<file path="config.mk">
export PLATFORM = sky130hd
export DESIGN_NAME = gradient_magnitude
export DESIGN_NICKNAME = d
export VERILOG_FILES = /design/src/rtl/gradient_magnitude.sv
export SDC_FILE = /design/constraint.sdc
export NUM_CORES = 1
export LEC_CHECK = 0
export BUFFER_PORTS_ARGS = -buffer_cell sky130_fd_sc_hd__buf_2
export CORE_UTILIZATION = 51
export DETAILED_ROUTE_END_ITERATION = 8
export PLACE_DENSITY = 0.72
export SYNTH_ARGS = -nofsm -noshare
export SYNTH_HDL_FRONTEND = slang
export SYNTH_SLANG_ARGS = --single-unit
</file>
<file path="constraint.sdc">
create_clock -name clk -period 4.7 [get_ports clk]
set_input_delay 0.705 -clock clk [delete_from_list [all_inputs] [get_ports clk]]
set_output_delay 0.705 -clock clk [all_outputs]
set_load 0.02 [all_outputs]
</file>
<file path="src/rtl/gradient_magnitude.sv">
// rtl/gradient_magnitude.sv - two-stage gradient magnitude with saturation and overflow counting
module gradient_magnitude #(
   parameter int PIXEL_SIZE = 12,
   parameter int IN_W       = PIXEL_SIZE + 6,
   parameter int SATURATE   = 1,
   parameter int CNT_W      = 16
) (
   input  logic                  clk,
   input  logic                  rst,
   input  logic [IN_W-1:0]       gx,
   input  logic [IN_W-1:0]       gy,
   input  logic [1:0]            mode,
   input  logic [PIXEL_SIZE-1:0] threshold,
   input  logic                  valid_in,
   output logic                  ready_out,
   output logic [PIXEL_SIZE-1:0] outPixel,
   output logic                  valid_out,
   input  logic                  ready_in,
   input  logic                  clear,
   output logic [CNT_W-1:0]      sat_count
);

   // Largest representable pixel, widened to the combine-stage width.
   localparam logic [IN_W:0]      PIX_MAX = {{(IN_W+1-PIXEL_SIZE){1'b0}}, {PIXEL_SIZE{1'b1}}};
   localparam logic [CNT_W-1:0]   CNT_MAX = '1;

   // Stage 1: absolute values plus the mode/threshold captured with the beat.
   logic                  s1_v;
   logic [IN_W-1:0]       s1_ax;
   logic [IN_W-1:0]       s1_ay;
   logic [1:0]            s1_mode;
   logic [PIXEL_SIZE-1:0] s1_thr;

   // Stage 2: final pixel and whether this beat overflowed.
   logic                  s2_v;
   logic                  s2_ovf;

   logic adv1;
   logic adv2;

   // Combine-stage intermediates.
   logic [IN_W:0]         sum;
   logic [IN_W:0]         thr_ext;
   logic [IN_W:0]         mag;
   logic                  ovf;
   logic [PIXEL_SIZE-1:0] pix;

   // Two's-complement magnitude; the most negative input yields 2^(IN_W-1) as unsigned.
   function automatic logic [IN_W-1:0] abs_val(input logic [IN_W-1:0] v);
      return v[IN_W-1] ? ((~v) + IN_W'(1)) : v;
   endfunction

   assign adv2      = ~s2_v | ready_in;
   assign adv1      = ~s1_v | adv2;
   assign ready_out = adv1;
   assign valid_out = s2_v;

   // Combine the two magnitudes and decide overflow against the pixel range.
   always_comb begin
      sum     = {1'b0, s1_ax} + {1'b0, s1_ay};
      thr_ext = {{(IN_W+1-PIXEL_SIZE){1'b0}}, s1_thr};
      mag     = '0;
      case (s1_mode)
         2'd0:    mag = {1'b0, s1_ax};
         2'd1:    mag = sum;
         2'd2:    mag = (s1_ay > s1_ax) ? {1'b0, s1_ay} : {1'b0, s1_ax};
         default: mag = (sum >= thr_ext) ? PIX_MAX : '0;
      endcase
      ovf = (mag > PIX_MAX);
      pix = ((SATURATE != 0) && ovf) ? {PIXEL_SIZE{1'b1}} : mag[PIXEL_SIZE-1:0];
   end

   // Stage 1 register: takes a new beat whenever it is empty or can hand its beat on.
   always_ff @(posedge clk) begin
      if (rst) begin
         s1_v    <= 1'b0;
         s1_ax   <= '0;
         s1_ay   <= '0;
         s1_mode <= '0;
         s1_thr  <= '0;
      end else if (adv1) begin
         s1_v <= valid_in;
         if (valid_in) begin
            s1_ax   <= abs_val(gx);
            s1_ay   <= abs_val(gy);
            s1_mode <= mode;
            s1_thr  <= threshold;
         end
      end
   end

   // Stage 2 register: output pixel holds steady while the writer stalls.
   always_ff @(posedge clk) begin
      if (rst) begin
         s2_v     <= 1'b0;
         s2_ovf   <= 1'b0;
         outPixel <= '0;
      end else if (adv2) begin
         s2_v <= s1_v;
         if (s1_v) begin
            outPixel <= pix;
            s2_ovf   <= ovf;
         end
      end
   end

   // Sticky overflow counter counted at output transfer; clear takes priority.
   always_ff @(posedge clk) begin
      if (rst) begin
         sat_count <= '0;
      end else if (clear) begin
         sat_count <= '0;
      end else if (s2_v && ready_in && s2_ovf && (sat_count != CNT_MAX)) begin
         sat_count <= sat_count + CNT_W'(1);
      end
   end

endmodule

</file>
Yosys cells after proc, flatten, opt, wreduce, memory -nomap -nowiden
Index checks and enable logic that the tools add are counted.
Widths: inputs -> output; s select.
Storage, ports and cells
  input port bits: 55
  output and inout port bits: 30
  register bits after elaboration: 81
Cells by class
  add/subtract/negate cells: 4
  muxes and demuxes: 6
  reductions and logical operators: 7
  magnitude comparators: 3
  equal/unequal tests: 3
  bitwise gates (word level): 6
Operator list (count)
  $pmux 19 s3: 1
  $mux 18: 3
  $add 18x1->18 const B: 2
  $not 18->18: 2
  $mux 12: 2
  $add 18x18->19: 1
  $ge 19x12->1: 1
  $gt 19x12->1 const B: 1
  $gt 18x18->1: 1
  $add 16x1->16 const B: 1
  $ne 16x16->1 const B: 1
  $reduce_and 2->1: 2
  $logic_and 1x1->1: 3
  $eq 2x1->1 const B: 1
  $eq 2x2->1 const B: 1
  $logic_not 2->1: 1
  $not 1->1: 2
  $or 1x1->1: 2
  $reduce_or 2->1: 1

Longest topological paths before layout
Gate-level depths: netlist of run 1.
  depth in word-level cells: 6
  mapped depth: 17
  mapped depth without buffers: 16

Least setup slack after synthesis of run 1
OpenSTA, ideal clock, no wires.
  path type: flip-flop to flip-flop
  start point: reg s1_ax[3]
  end point: reg outPixel[10]
  setup slack: 1.285 ns
  period minus slack after synthesis: 3.415 ns
  arrival: 3.301 ns
  stages on the path, launching flop included: 17
  cell sequence: dfxtp_1 inv_1 ha_1 or2_2 a221o_1 a21boi_2 a211o_1 xnor2_1 ha_1 a21o_1 a21oi_1 nor2b_1 a2111oi_0 o21ai_0 or2_0 clkbuf_1 a21o_1
On the way
  cells in the longest elaborated chain, start to end: 6
Ends and longest elaborated chain
  start, declared: line 29  | logic [IN_W-1:0] s1_ax;
  start signal, assigned: line 84  | s1_ax <= abs_val(gx);
  $add 18x18->19: line 60  | sum = {1'b0, s1_ax} + {1'b0, s1_ay};
  $ge 19x12->1: line 67  | default: mag = (sum >= thr_ext) ? PIX_MAX : '0;
  $mux 12: line 67
  $pmux 19 s3 *: line 63  | case (s1_mode)
  $gt 19x12->1: line 69  | ovf = (mag > PIX_MAX);
  $mux 12 *: line 70  | pix = ((SATURATE != 0) && ovf) ? {PIXEL_SIZE{1'b1}} : mag[PIXEL_SIZE-1:0];
  end signal, assigned: line 101  | outPixel <= pix;
  end, declared: line 16  | output logic [PIXEL_SIZE-1:0] outPixel,
Every way passes the cells marked *; elsewhere a longest branch is shown, timed or not.
A chain may end at the register's enable or synchronous reset.

Worst setup path in the final report of run 1
  start point: reg s1_ax[2]
  end point: reg outPixel[9]
Same word-level chain as after synthesis.

==> results.sh, run 1 <==
export IMPL_cts_buffers=9
export IMPL_yosys_warnings=0
export IMPL_rsz0062_at_grt="no"
export IMPL_cts_repair_resized=0
export IMPL_cell_internal_pwr_mw=1.451
export IMPL_antenna_cells=0
export IMPL_timing_setup_critical_path_class="register to register"
export IMPL_timing_hold_worst_start="s1_thr[4]"
export IMPL_critPathArrivalTime_ns=4.10
export IMPL_critPathRequiredTime_ns=4.90
export IMPL_layout_nets=909
export IMPL_synth_area_leaders="dfxtp_1 27%, ha_1 11%, nor2_1 5.6%"
export IMPL_sequential_share_of_power_pct=36.6
export IMPL_comb_power_share_pct=26.5
export IMPL_core_region_area_sq_um=11370
export IMPL_power_per_cell_area_nw_per_um2=318.3
export IMPL_max_cap_violations=0
export IMPL_syn_cell_area_sq_um=5931
export IMPL_grt_pass1_wl_mm=24.54
export IMPL_share_of_synthesized_flip_flops_with_an_asynchronous_set_or_reset_pct=0
export IMPL_drt_total_wl_mm=15.25
export IMPL_die_height_microns=109.8
export IMPL_clock_tree_htree_level_count=3
export IMPL_initialDrtViolationCount=377
export IMPL_syn_to_final_growth_pct=13.61
export IMPL_cts_path_max_buffers=2
export IMPL_flop_and_latch_count_out_of_synthesis=81
export IMPL_startpoint_class_of_the_critical_path="register"
export IMPL_final_worst_path_period_share_pct=83.13
export IMPL_critical_path_reg2reg_startpoint="s1_ax[2]"
export IMPL_timing_reg2reg_setup_slack_ns=0.79
export IMPL_grt_antenna_before_repair=0
export IMPL_postSynthNetCount=848
export IMPL_die_x_microns=109.8
export IMPL_synth_edf_count=0
export IMPL_worstSetupStartpoint="s1_ax[2]"
export IMPL_core_rowCount=39
export IMPL_numPortBuffers=84
export IMPL_grt_start_max_net_pins=67
export IMPL_status="finished, final reports clean"
export IMPL_p_sw_mw=0.6934
export IMPL_placed_cells_incl_taps=934
export IMPL_detailed_route_drc_error_count=0
export IMPL_antenna_violating_nets_post_route=0
export IMPL_drt_vias_per_instance=5.894
export IMPL_synth_seq_area_share_pct=27.34
export IMPL_grt_use_total_pct=26.00
export IMPL_peakVddDrop_v=0.0002415
export IMPL_dp_final_hpwl_mm=11.58
export IMPL_top_cell_types_by_occurrence_after_synthesis="88 x nor2_1, 81 x dfxtp_1, 63 x nand2_1"
export IMPL_timing_hold_worst_class="register to register"
export IMPL_vias=5599
export IMPL_start_util_pct=52.16
export IMPL_place_gp_congestion=0.9438
export IMPL_endpoint_kind_of_the_worst_setup_timing_path="register"
export IMPL_final_setup_viol_count=0
export IMPL_post_route_cells_drive_above_1_share_pct=15.86
export IMPL_p_leak_nw=2.869
export IMPL_swShare_pct=32.33
export IMPL_first_global_vias=5098
export IMPL_wl_per_cell_microns=16.05
export IMPL_insertion_delay_ns=0.35
export IMPL_post_cts_hold_buffer_count=0
export IMPL_power_frac_clock_pct=36.9
export IMPL_yosys_area_top_type="dfxtp_1"
export IMPL_finalMaxSlewViolations=0
export IMPL_max_slew_worst_pin_slew_ns=1.162
export IMPL_slew_headroom_pct=22.50
export IMPL_grt_ovf=0
export IMPL_root_buffer_master="clkbuf_16"
export IMPL_instances_no_fill=950
export IMPL_skew_ns=0.007117
export IMPL_setup_total_negative_slack_ns=0
export IMPL_most_used_standard_cell_by_instance_count_after_synthesis="nor2_1"
export IMPL_hold_violations=0
export IMPL_fmax_mhz=256.0
export IMPL_floorplan_die_area_sq_um=12060
export IMPL_post_cts_setup_buffers=0
export IMPL_syn_inst=741
export IMPL_number_of_optimization_iterations_in_the_first_detailed_route_pass=5
export IMPL_clk_pin_slew_ns=0.07
export IMPL_synthesis_area_per_instance_sq_um=8.004
export IMPL_yosys_area_top_type_share_pct=27.34
export IMPL_final_util_pct=59.26
export IMPL_cts_sink_count=81
export IMPL_worstPathMaxFanout=7
export IMPL_synth_ff_type="dfxtp_1"
export IMPL_layout_min_cycle_time_ns=3.907
export IMPL_boundaryPins=85
export IMPL_tritoncts="done"
export IMPL_yosys_cell_types_count=74
==> cell usage in the layout (no fill, tap or decap), types with 11 or more instances in the layout <==
cell	netlist	layout
nor2_1	88	88
buf_2	2	84
dfxtp_1	81	81
nand2_1	63	63
ha_1	51	51
inv_1	47	47
a21oi_1	43	43
a211oi_1	42	42
xor2_1	34	34
xnor2_1	20	20
o21ai_0	16	16
nor3_1	15	15
o21bai_1	15	15
nand3_1	14	14
nor2b_1	13	13
mux2i_1	13	13
nand4_1	11	11
==> area by class of cell <==
cell class                      instances  area (sq um)
Clock buffer                           10         239.0
Clock inverter                          6         97.59
Sequential cell                        81          1622
Inverter                               47         176.4
Multi-Input combinational cell        577          3989
Tap cell                              143         178.9
Timing Repair Buffer                   86         435.4
Fill cell                             992          4632
==> worst max-delay path: stages (launching register included) <==
cell and delay (ns):
dfxtp_1 0.38, inv_1 0.08, ha_1 0.37, nand2b_1 0.22
a221oi_2 0.30, o22a_1 0.41, xnor2_1 0.19, ha_1 0.28
a21o_1 0.16, a21o_1 0.17, a21oi_1 0.16, nor2b_1 0.06
a2111oi_0 0.28, o21ai_0 0.18, or2_0 0.34, o2bb2ai_1 0.17
==> state kept, by name, indices dropped and copies added (netlist names) <==
register and flops:
outPixel 12, s1_ax 18, s1_ay 18, s1_mode 2, s1_thr 12, s1_v 1, s2_ovf 1, sat_count 16
valid_out 1
==> through the flow <==
step	instance area (sq um)	total power, mW	hold slack (ns)	worst slack (ns)
floorplan	5931	1.191	0.4363	1.285
global placement	6401	1.331	0.4443	1.038
detailed placement	6401	1.354	0.4546	0.9048
CTS	6738	2.143	0.4625	0.8322
global route	6738	2.248	0.4844	0.4287
finish	6738	2.145	0.4620	0.7931
==> layer usage <==
metal  vias up  global-route usage (%)  part of all wire (%)  wire length, microns
met5         -                       0                     0                     0
met4         0                   7.333                   1.6                   241
met3        26                   4.446                   5.4                   818
met2       186                   41.34                    45                  6852
met1      2613                   35.89                    48                  7338
li1       2774                       -                     -                     -
==> cell families after synthesis <==
kind of cell,after synthesis,synth area share (%)
and+or+nand+nor,264,22.28
AOI/OAI and AO/OA,193,23.50
buffers and inverters,83,5.422
DFF,81,27.34
xor gates and xnor gates,54,7.975
adders and majority gates,52,11.10
muxes,14,2.384
==> power by group through the flow <==
stage	Clock, mW	Sequential (mW)	Combinational, mW
floorplan	0	0.806	0.385
global placement	0	0.794	0.536
detailed placement	0	0.800	0.555
CTS	0.798	0.785	0.560
global route	0.835	0.791	0.622
finish	0.791	0.786	0.568
==> worst paths after layout <==
| kind | to | cells after the start |
|---|---|---|
| setup / recovery | outPixel[9] | 15 |
| hold reg to reg | s1_thr[4] | 2 |
| setup reg to reg | outPixel[9] | 15 |
| hold / removal | s1_thr[4] | 2 |
(Power assumes the default switching activity.)
==> run 2, diff against run 1 <==
Settings changed: PLACE_DENSITY 0.72 to 0.75.
Clock period 4.7 ns to 3.45 ns, I/O delays scaled along.
==> run 2 against run 1 <==
Net effect: register-to-register slack lost 0.71 ns; clock skew is 0.0037 ns higher; first-iteration DRC count grew 35%; global-route usage increased by 0.31 points; clock power up 35%; sequential share of layout area shrank 1.4 points; cell count up 3.6%; total power is 41% higher; hold slack got worse by 0.051 ns; critical path depth is the same; critical endpoint is now outPixel[10]; critical path type unchanged; via count is 2.1% higher; flip-flop and latch count unchanged.
==> results.sh, run 2 (synthesis results as in run 1) <==
export IMPL_skew_ns=0.01077
export IMPL_finalMaxSlewViolations=0
export IMPL_multiInputGateArea_sq_um=4229
export IMPL_drt_total_wl_mm=16.08
export IMPL_timing_setup_critical_path_class="register to register"
export IMPL_core_rowCount=39
export IMPL_path_cells="inv_1 > ha_1 > buf_4 > a221o_1 > a21boi_4 > nand2_1 > a21oi_2 > xnor2_2 > ha_1 > nand2_1 > nor2_4 > a2111oi_4 > o21ai_2 > or2_4 > a21o_1"
export IMPL_antenna_violating_nets_post_route=0
export IMPL_max_slew_worst_pin_slew_ns=1.074
export IMPL_max_stage_delay_ns=0.41
export IMPL_drt_vias_per_instance=5.810
export IMPL_initialDrtViolationCount=510
export IMPL_critPathRequiredTime_ns=3.68
export IMPL_max_cap_violations=0
export IMPL_power_per_cell_area_nw_per_um2=418.1
export IMPL_clk_pin_slew_ns=0.07
export IMPL_boundaryPins=85
export IMPL_dp_final_hpwl_mm=11.97
export IMPL_layout_common_cells="86 x nor2_1, 84 x buf_2, 71 x dfxtp_1, 63 x nand2_1, 46 x inv_1"
export IMPL_cts_buffers=9
export IMPL_leading_cell_type_in_the_layout_fill_and_taps_excluded="nor2_1"
export IMPL_start_util_pct=52.16
export IMPL_layout_nets=943
export IMPL_hold_violations=0
export IMPL_final_fill_count=959
export IMPL_post_route_cells_drive_above_1_share_pct=24.14
export IMPL_worst_path_max_delay_cell="a221o_1"
export IMPL_floorplan_die_area_sq_um=12060
export IMPL_grt_start_max_net_pins=45
export IMPL_die_height_microns=109.8
export IMPL_numPortBuffers=84
export IMPL_grt_antenna_before_repair=0
export IMPL_core_region_area_sq_um=11370
export IMPL_p_leak_nw=3.105
export IMPL_clock_tree_htree_level_count=3
export IMPL_cts_sink_count=81
export IMPL_critPathArrivalTime_ns=3.59
export IMPL_total_buffers_and_inverters_traversed_by_the_critical_path=2
export IMPL_post_cts_hold_buffer_count=0
export IMPL_place_gp_congestion=0.9792
export IMPL_wl_per_cell_microns=16.34
export IMPL_timing_hold_worst_class="input pin to register"
export IMPL_cts_path_max_buffers=2
export IMPL_startpoint_class_of_the_critical_path="register"
export IMPL_status="finished, final reports clean"
export IMPL_peakVddDrop_v=0.0002923
export IMPL_instances_no_fill=984
export IMPL_syn_to_final_growth_pct=22.19
export IMPL_grt_ovf=0
export IMPL_die_x_microns=109.8
export IMPL_grt_use_total_pct=26.31
export IMPL_root_buffer_master="clkbuf_16"
export IMPL_layout_area_seq_sq_um=1639
export IMPL_placed_cells_incl_taps=963
export IMPL_endpoint_kind_of_the_worst_setup_timing_path="register"
export IMPL_fmax_mhz=297.3
export IMPL_final_worst_path_period_share_pct=97.49
export IMPL_antenna_cells=0
export IMPL_tritoncts="done"
export IMPL_vias=5717
export IMPL_layout_min_cycle_time_ns=3.364
export IMPL_cpLargestDelayFamily="compound AO/OA/AOI/OAI gates"
export IMPL_hold_worst_slack_ns=0.4113
export IMPL_grt_pass1_wl_mm=24.93
export IMPL_insertion_delay_ns=0.34
export IMPL_number_of_optimization_iterations_in_the_first_detailed_route_pass=5
export IMPL_first_global_vias=5173
export IMPL_final_setup_viol_count=0
export IMPL_detailed_route_drc_error_count=0
export IMPL_worstPathMaxFanout=6
export IMPL_slew_headroom_pct=28.26
export IMPL_layout_top_registers="s1_ax (18), s1_ay (18), sat_count (16)"
## run 2: changes by cell type in the layout (fill, tap and decap cells not counted), moves of 5 or more
cell | before | now
ha_1 | 51 | 45
o22ai_2 | 0 | 5
buf_4 | 2 | 36
o22ai_1 | 7 | 2
ha_4 | 0 | 5
dfxtp_2 | 0 | 8
dfxtp_1 | 81 | 71
## run 2: where the power goes
group          switching, mW  total, mW  leakage (nW)  internal, mW
Combinational          0.517      0.891          2.27         0.375
Clock                  0.422       1.07         0.160         0.649
Sequential            0.0614       1.07         0.672          1.01
## run 2: final timing paths
kind	start	endpoint	slack (ns)	cells after the start
hold reg to reg	s1_thr[8]	s1_thr[8]	0.46	2
hold / removal	valid_in	s1_v	0.41	3
setup reg to reg	s1_ax[2]	outPixel[10]	0.09	15
setup / recovery	s1_ax[2]	outPixel[10]	0.09	15
## run 2: metrics by stage
step / utilization, % / TNS [ns] / setup WS (ns) / area [sq um] / total power, mW
6_report: 63.74 / 0 / 0.08645 / 7247 / 3.030
5_1_grt: 63.74 / -0.01092 / -0.004012 / 7247 / 3.173
4_1_cts: 61.40 / 0 / 0.009049 / 6980 / 2.961
3_5_place_dp: 58.21 / -2.438 / -0.2830 / 6619 / 1.887
3_3_place_gp: 58.21 / -0.1198 / -0.04029 / 6619 / 1.853
2_1_floorplan: - / 0 / 0.03469 / 5931 / 1.623
## run 2: final cells by class
class                   count  area share (%)
clock inverters             7           1.485
well taps                 143           2.469
multi-input cells         577           58.36
clock buffers               9           3.108
repair buffers            120           9.530
inverters                  47           2.434
flip-flops and latches     81           22.62
## run 2: routing by layer
metal | share of wire (%) | up-vias | GRT usage (%)
li1 | - | 2843 | -
met1 | 46 | 2666 | 35.43
met2 | 46 | 186 | 43.13
met3 | 5.4 | 22 | 3.379
met4 | 1.8 | 0 | 8.857
met5 | 0 | - | 0
## run 2: what timing repair did
action / CTS / global route
resized for setup: 8 / 45
pin swaps: 2 / 19
cloned: 0 / 0
setup buffers: 1 / 4
setup endpoints to repair: 12 / 12
## run 2: tightest hold or removal path, delay by kind of cell
| kind | cells | cell delay [ns] |
|---|---|---|
| AOI/OAI and AO/OA | 1 | 0.04 |
| buffers and inverters | 1 | 0.09 |
| and+or+nand+nor | 1 | 0.07 |
